### config.mk
export PLATFORM = sky130hd
export DESIGN_NAME = sim_to_seq_reg
export DESIGN_NICKNAME = d
export VERILOG_FILES = /design/src/rtl/sim_to_seq_reg_pkg.sv /design/src/rtl/sim_to_seq_reg_word_counter.sv /design/src/rtl/sim_to_seq_reg.sv
export SDC_FILE = /design/constraint.sdc
export NUM_CORES = 1
export LEC_CHECK = 0
export ABC_AREA = 1
export BUFFER_PORTS_ARGS = -buffer_cell sky130_fd_sc_hd__buf_2
export CAP_MARGIN = 20
export CELL_PAD_IN_SITES_DETAIL_PLACEMENT = 0
export CELL_PAD_IN_SITES_GLOBAL_PLACEMENT = 1
export CORE_AREA = 2 2 39 41
export DETAILED_ROUTE_END_ITERATION = 10
export DIE_AREA = 0 0 41 43
export GPL_ROUTABILITY_DRIVEN = 0
export GPL_TIMING_DRIVEN = 0
export PLACE_DENSITY_LB_ADDON = 0.1
export SYNTH_ARGS = -nofsm -noshare
export SYNTH_HDL_FRONTEND = slang
export SYNTH_SLANG_ARGS = --single-unit
### constraint.sdc
create_clock -name clk -period 0.99 [get_ports clk]
set_input_delay 0.099 -clock clk [delete_from_list [all_inputs] [get_ports clk]]
set_output_delay 0.099 -clock clk [all_outputs]
set_load 0.01 [all_outputs]
### src/rtl/sim_to_seq_reg_pkg.sv
// Shared definitions for the parallel-to-serial word emitter.
// Holds the state encoding, direction constants and small constant helpers.
package sim_to_seq_reg_pkg;

    typedef enum logic {
        ST_IDLE  = 1'b0,
        ST_SHIFT = 1'b1
    } state_e;

    localparam int DIR_FORWARD  = 1;
    localparam int DIR_BACKWARD = 0;

    // Any positive value counts as true; zero and negatives count as false.
    function automatic bit val2bool(input int v);
        return (v > 0);
    endfunction

    // Ceiling log2, never less than 1 so a counter always has at least one bit.
    function automatic int clog2_min1(input int n);
        int r;
        r = 0;
        while ((1 << r) < n) r++;
        return (r < 1) ? 1 : r;
    endfunction

endpackage

### src/rtl/sim_to_seq_reg_word_counter.sv
// Loadable down-counter tracking the words still held after the current one.
// Synchronous clear has priority over load, load over decrement.
module sim_to_seq_reg_word_counter #(
    parameter int CNT_W = 1
) (
    input  logic             clk,
    input  logic             clr,
    input  logic             load,
    input  logic [CNT_W-1:0] load_val,
    input  logic             dec,
    output logic [CNT_W-1:0] cnt,
    output logic             is_zero
);

    logic [CNT_W-1:0] cnt_q;
    logic [CNT_W-1:0] cnt_d;

    // Next count: clear, reload for a new frame, or step down on consume.
    always_comb begin
        cnt_d = cnt_q;
        if (clr) begin
            cnt_d = '0;
        end else if (load) begin
            cnt_d = load_val;
        end else if (dec) begin
            cnt_d = cnt_q - CNT_W'(1);
        end
    end

    // Count register.
    always_ff @(posedge clk) begin
        cnt_q <= cnt_d;
    end

    assign cnt     = cnt_q;
    assign is_zero = (cnt_q == '0);

endmodule

### src/rtl/sim_to_seq_reg.sv
// Parallel-to-serial word emitter: captures a BIT_WIDTH*SHIFT_LEN frame in one
// load cycle and emits it one BIT_WIDTH word per enabled cycle.
// DIRECTION > 0 emits the top slice first, otherwise the bottom slice first.
// Optional macro SIM_TO_SEQ_REG_PS_FIRST_EN: the first slice bypasses storage
// and appears combinationally in the load cycle; loads only from IDLE.
module sim_to_seq_reg
    import sim_to_seq_reg_pkg::*;
#(
    parameter int    DIRECTION   = DIR_FORWARD,
    parameter int    SHIFT_LEN   = 1,
    parameter int    BIT_WIDTH   = 2,
    parameter string OUTTER_NAME = "",
    parameter string MODULE_NAME = ""
) (
    input  logic                           clk,
    input  logic                           in_ctr_Srst,
    input  logic                           in_ctr_en,
    input  logic                           in_ctr_load,
    input  logic [BIT_WIDTH*SHIFT_LEN-1:0] in,
    output logic [BIT_WIDTH-1:0]           out,
    output logic                           out_valid,
    output logic                           out_last,
    output logic                           out_ack,
    output logic                           out_busy
);

    localparam int W     = BIT_WIDTH * SHIFT_LEN;
    localparam int CNT_W = clog2_min1(SHIFT_LEN);
    localparam bit FWD   = val2bool(DIRECTION);
`ifdef SIM_TO_SEQ_REG_PS_FIRST_EN
    // The first word leaves in the load cycle, so one fewer remains stored.
    localparam logic [CNT_W-1:0] LOAD_VAL = CNT_W'((SHIFT_LEN > 1) ? SHIFT_LEN - 2 : 0);
`else
    localparam logic [CNT_W-1:0] LOAD_VAL = CNT_W'(SHIFT_LEN - 1);
`endif

    state_e           state_q;
    state_e           state_d;
    logic [W-1:0]     store_q;
    logic [W-1:0]     store_d;
    logic [CNT_W-1:0] cnt;
    logic             cnt_zero;
    logic             cnt_load;
    logic             cnt_dec;
    logic             shifting;
    logic             stored_last;
    logic             load_ok;
    logic             accept;
    logic [BIT_WIDTH-1:0] head_word;

    // Move the next slice into the head position of the storage register.
    function automatic logic [W-1:0] advance(input logic [W-1:0] v);
        return FWD ? (v << BIT_WIDTH) : (v >> BIT_WIDTH);
    endfunction

    assign shifting    = (state_q == ST_SHIFT);
    assign stored_last = shifting & cnt_zero;
    assign head_word   = FWD ? store_q[W-1 -: BIT_WIDTH] : store_q[BIT_WIDTH-1:0];

`ifdef SIM_TO_SEQ_REG_PS_FIRST_EN
    logic [BIT_WIDTH-1:0] in_first_word;
    assign in_first_word = FWD ? in[W-1 -: BIT_WIDTH] : in[BIT_WIDTH-1:0];
    assign load_ok       = ~shifting;
`else
    // Back-to-back: a new frame may land while the final stored word leaves.
    assign load_ok       = ~shifting | stored_last;
`endif

    assign accept   = in_ctr_load & in_ctr_en & ~in_ctr_Srst & load_ok;
    assign out_ack  = accept;
    assign out_busy = shifting;

    // Next-state, storage and counter control; reset dominates any load.
    always_comb begin
        state_d  = state_q;
        store_d  = store_q;
        cnt_load = 1'b0;
        cnt_dec  = 1'b0;
        if (in_ctr_Srst) begin
            state_d = ST_IDLE;
            store_d = '0;
        end else if (accept) begin
            cnt_load = 1'b1;
`ifdef SIM_TO_SEQ_REG_PS_FIRST_EN
            store_d = advance(in);
            if (SHIFT_LEN > 1) begin
                state_d = ST_SHIFT;
            end else begin
                state_d = ST_IDLE;
            end
`else
            store_d = in;
            state_d = ST_SHIFT;
`endif
        end else if (shifting && in_ctr_en) begin
            if (cnt == '0) begin
                state_d = ST_IDLE;
                store_d = '0;
            end else begin
                store_d = advance(store_q);
                cnt_dec = 1'b1;
            end
        end
    end

    // State and frame storage registers.
    always_ff @(posedge clk) begin
        if (in_ctr_Srst) begin
            state_q <= ST_IDLE;
            store_q <= '0;
        end else begin
            state_q <= state_d;
            store_q <= store_d;
        end
    end

    sim_to_seq_reg_word_counter #(
        .CNT_W (CNT_W)
    ) u_word_counter (
        .clk      (clk),
        .clr      (in_ctr_Srst),
        .load     (cnt_load),
        .load_val (LOAD_VAL),
        .dec      (cnt_dec),
        .cnt      (cnt),
        .is_zero  (cnt_zero)
    );

    // Output mux: head of storage while shifting, zero otherwise.
    always_comb begin
        out_valid = shifting;
        out_last  = stored_last;
        out       = shifting ? head_word : '0;
`ifdef SIM_TO_SEQ_REG_PS_FIRST_EN
        if (accept) begin
            out_valid = 1'b1;
            out_last  = (SHIFT_LEN == 1);
            out       = in_first_word;
        end
`endif
    end

endmodule

==> results.cfg <==
[worst_setup_path]
setup.worst_path.end_class = output pin
crit_path_start_kind = register
crit_type = register to output pin
path_cells = buf_6 > nand2_2 > inv_2 > buf_6
cp_slowest_cell = dfxtp_4
crit_path_max_fanout = 6
required_ns = 0.89
cp_slowest_stage_delay_ns = 0.36
arrival_ns = 0.90
worst_path_most_repeated_cell = buf_6

[power_and_ir_drop]
report.power.total_mw = 0.4255
p_per_area_nw_per_um2 = 1108
p_leak_nw = 0.2209
peakVddDrop_mv = 0.2358

[synthesis]
synth.yosys.seq_area_share = 0.3616
synth-compound-area-share = 0.04520
synth-simple-area-share = 0.4237
synth_area_per_cell_sq_um = 6.514
yosysUniqueCellTypes = 11
synthMuxAreaShare = 0
synth_xor_area_frac = 0
syn-num-nets = 40
ys_warn_count = 0
synth_top_family_by_area = simple AND/OR/NAND/NOR gates
ys_ff_latch = 4
yosys.area_share.adder = 0
synthCells = 34
syn_area_sq_um = 221.5

[drt]
avgRoutedWirePerCell_microns = 7.552
firstDrtPassIters = 4
route.detailed.drc = 0
vias = 259
drt-met1-wl_microns = 224
wirelength_microns = 506
met2WireLength_microns = 223
met3_length_microns = 39
ant_nets = 0
drt_iter0_markers = 5
highest_layer = met4
post_drt_via_cell_ratio = 3.866

[die]
initial_core_util = 0.1600
die_area_sq_um = 1763
die_h_microns = 43
rows = 14
fp.dieW_microns = 41
core_sq_um = 1384
num_io_pins = 12

[final_layout]
final_layout_size_suffix_gt1_frac = 0.5882
fin_nets = 59
fillers = 169
area_growth_pct = 73.45
final_core_util = 0.2776
diodes = 0
final_cell_area_sq_um = 384.1
stdcell_count = 67

[timing]
worst_slack_ns = -0.006193
setup_viol = 1
rsz0062_at_grt = yes
fin_crit_sh = 1.006
finClkSkew_ns = 0.0004393
fmaxAchievable_mhz = 1004
fin_setup_tns_ns = -0.006193
worst_pin_slew_ns = 0.1596
finalCriticalPeriod_ns = 0.9962
finalMaxSlewViolations = 0
hold_ws_ns = 0.1084
hold_viol_final = 0
relSlewSlack = 0.8924

[clock_network]
hold_buffers = 0
root_buffer = clkbuf_4
cts_tree = done
numCtsBuffers = 3
cts_htree_levels = 1
worstSkewPairLatency_ns = 0.23
cts_buffer_depth = 2
path_clk_slew_ns = 0.03
clock_sinks = 4

[placed_design]
port_buffers = 11
placed_area_sq_um = 296.5
dp_slack_ns = 0.01627
dp.cells = 61

[global_routing]
overflow = 0
grt_pass1_vias = 242
grt_usage = 0.07523
grt_max_degree = 7
antenna_found_initial = 0
grt_pass1_wl_microns = 807

[status]
status = finished, violations left
violations = negative setup slack

[run]
max-cap-violations = 0

[worst_hold_path]
hp-class = primary input to register
-- cell type report --
cell class / count / area, sq um / share of cell area
repair buffers: 14 / 100.1 / 0.2606
well taps: 16 / 20.02 / 0.05212
plain buffers: 1 / 7.507 / 0.01954
multi-input cells: 21 / 118.9 / 0.3094
flip-flops and latches: 4 / 85.08 / 0.2215
inverters: 8 / 30.03 / 0.07818
clock buffers: 3 / 22.52 / 0.05863
-- where the power goes --
group,switching (mW),internal (mW)
Sequential,0.00590,0.167
Combinational,0.0302,0.0319
Clock,0.0560,0.135
Total,0.0921,0.333
-- logic make-up (layout without fill, tap and decap cells) --
kind of cell           after synthesis  in the layout
AO/OA/AOI/OAI                        2              2
buffers and inverters                9             26
AND/OR/NAND/NOR                     19             19
flip-flops                           4              4
-- what timing repair did --
| action | 4_1_cts | 5_1_grt |
|---|---|---|
| resized for setup | 10 | 4 |
| setup buffers | 3 | 0 |
| pin swaps | 3 | 0 |
| setup endpoints to repair | 6 | 4 |
-- worst max-delay path, delay by kind of cell (launching register included) --
| family | cells | cell delay [ns] |
|---|---|---|
| flip-flops | 1 | 0.36 |
| AND/OR/NAND/NOR | 1 | 0.05 |
| buffers and inverters | 3 | 0.25 |
-- Yosys cell counts --
master | instances | area [sq um]
o21ai_0 | 1 | 5.000
nor2_1 | 3 | 11.26
dfxtp_1 | 4 | 80.08
a21oi_1 | 1 | 5.000
nor2_2 | 1 | 6.260
nor2_4 | 1 | 11.26
nand3_1 | 4 | 20.02
nand2_2 | 3 | 18.77
buf_4 | 1 | 7.510
inv_1 | 8 | 30.03
nand2_1 | 7 | 26.28
-- state kept, by name, summed over array words and instances, names as in the netlist --
signal,flops
head_word,2
out_busy,1
u_word_counter.cnt,1
-- per-layer routing --
metal,global-route usage,up-vias
met1,0.07051,111
met3,0.01571,2
met5,0,-
li1,-,135
met4,0.1200,0
met2,0.1000,11
-- cell usage in the layout (no fill, tap or decap), drive strengths merged --
cell,instances
nor2,5
nand3,4
a21oi,1
clkbuf,3
nand2,10
o21ai,1
buf,15
dfxtp,4
inv,8
-- path summary, 6_finish.rpt --
kind	start	end	slack, ns	depth (start not counted)
max reg2reg	out_busy$_SDFFE_PP0P_	head_word[0]$_SDFFE_PP0P_	0.15	5
min	in[1]	head_word[1]$_SDFFE_PP0P_	0.11	3
max	out_busy$_SDFFE_PP0P_	out[0]	-0.006	4
min reg2reg	u_word_counter.cnt$_SDFFE_PP0P_	u_word_counter.cnt$_SDFFE_PP0P_	0.49	2
(Power assumes the default switching activity.)
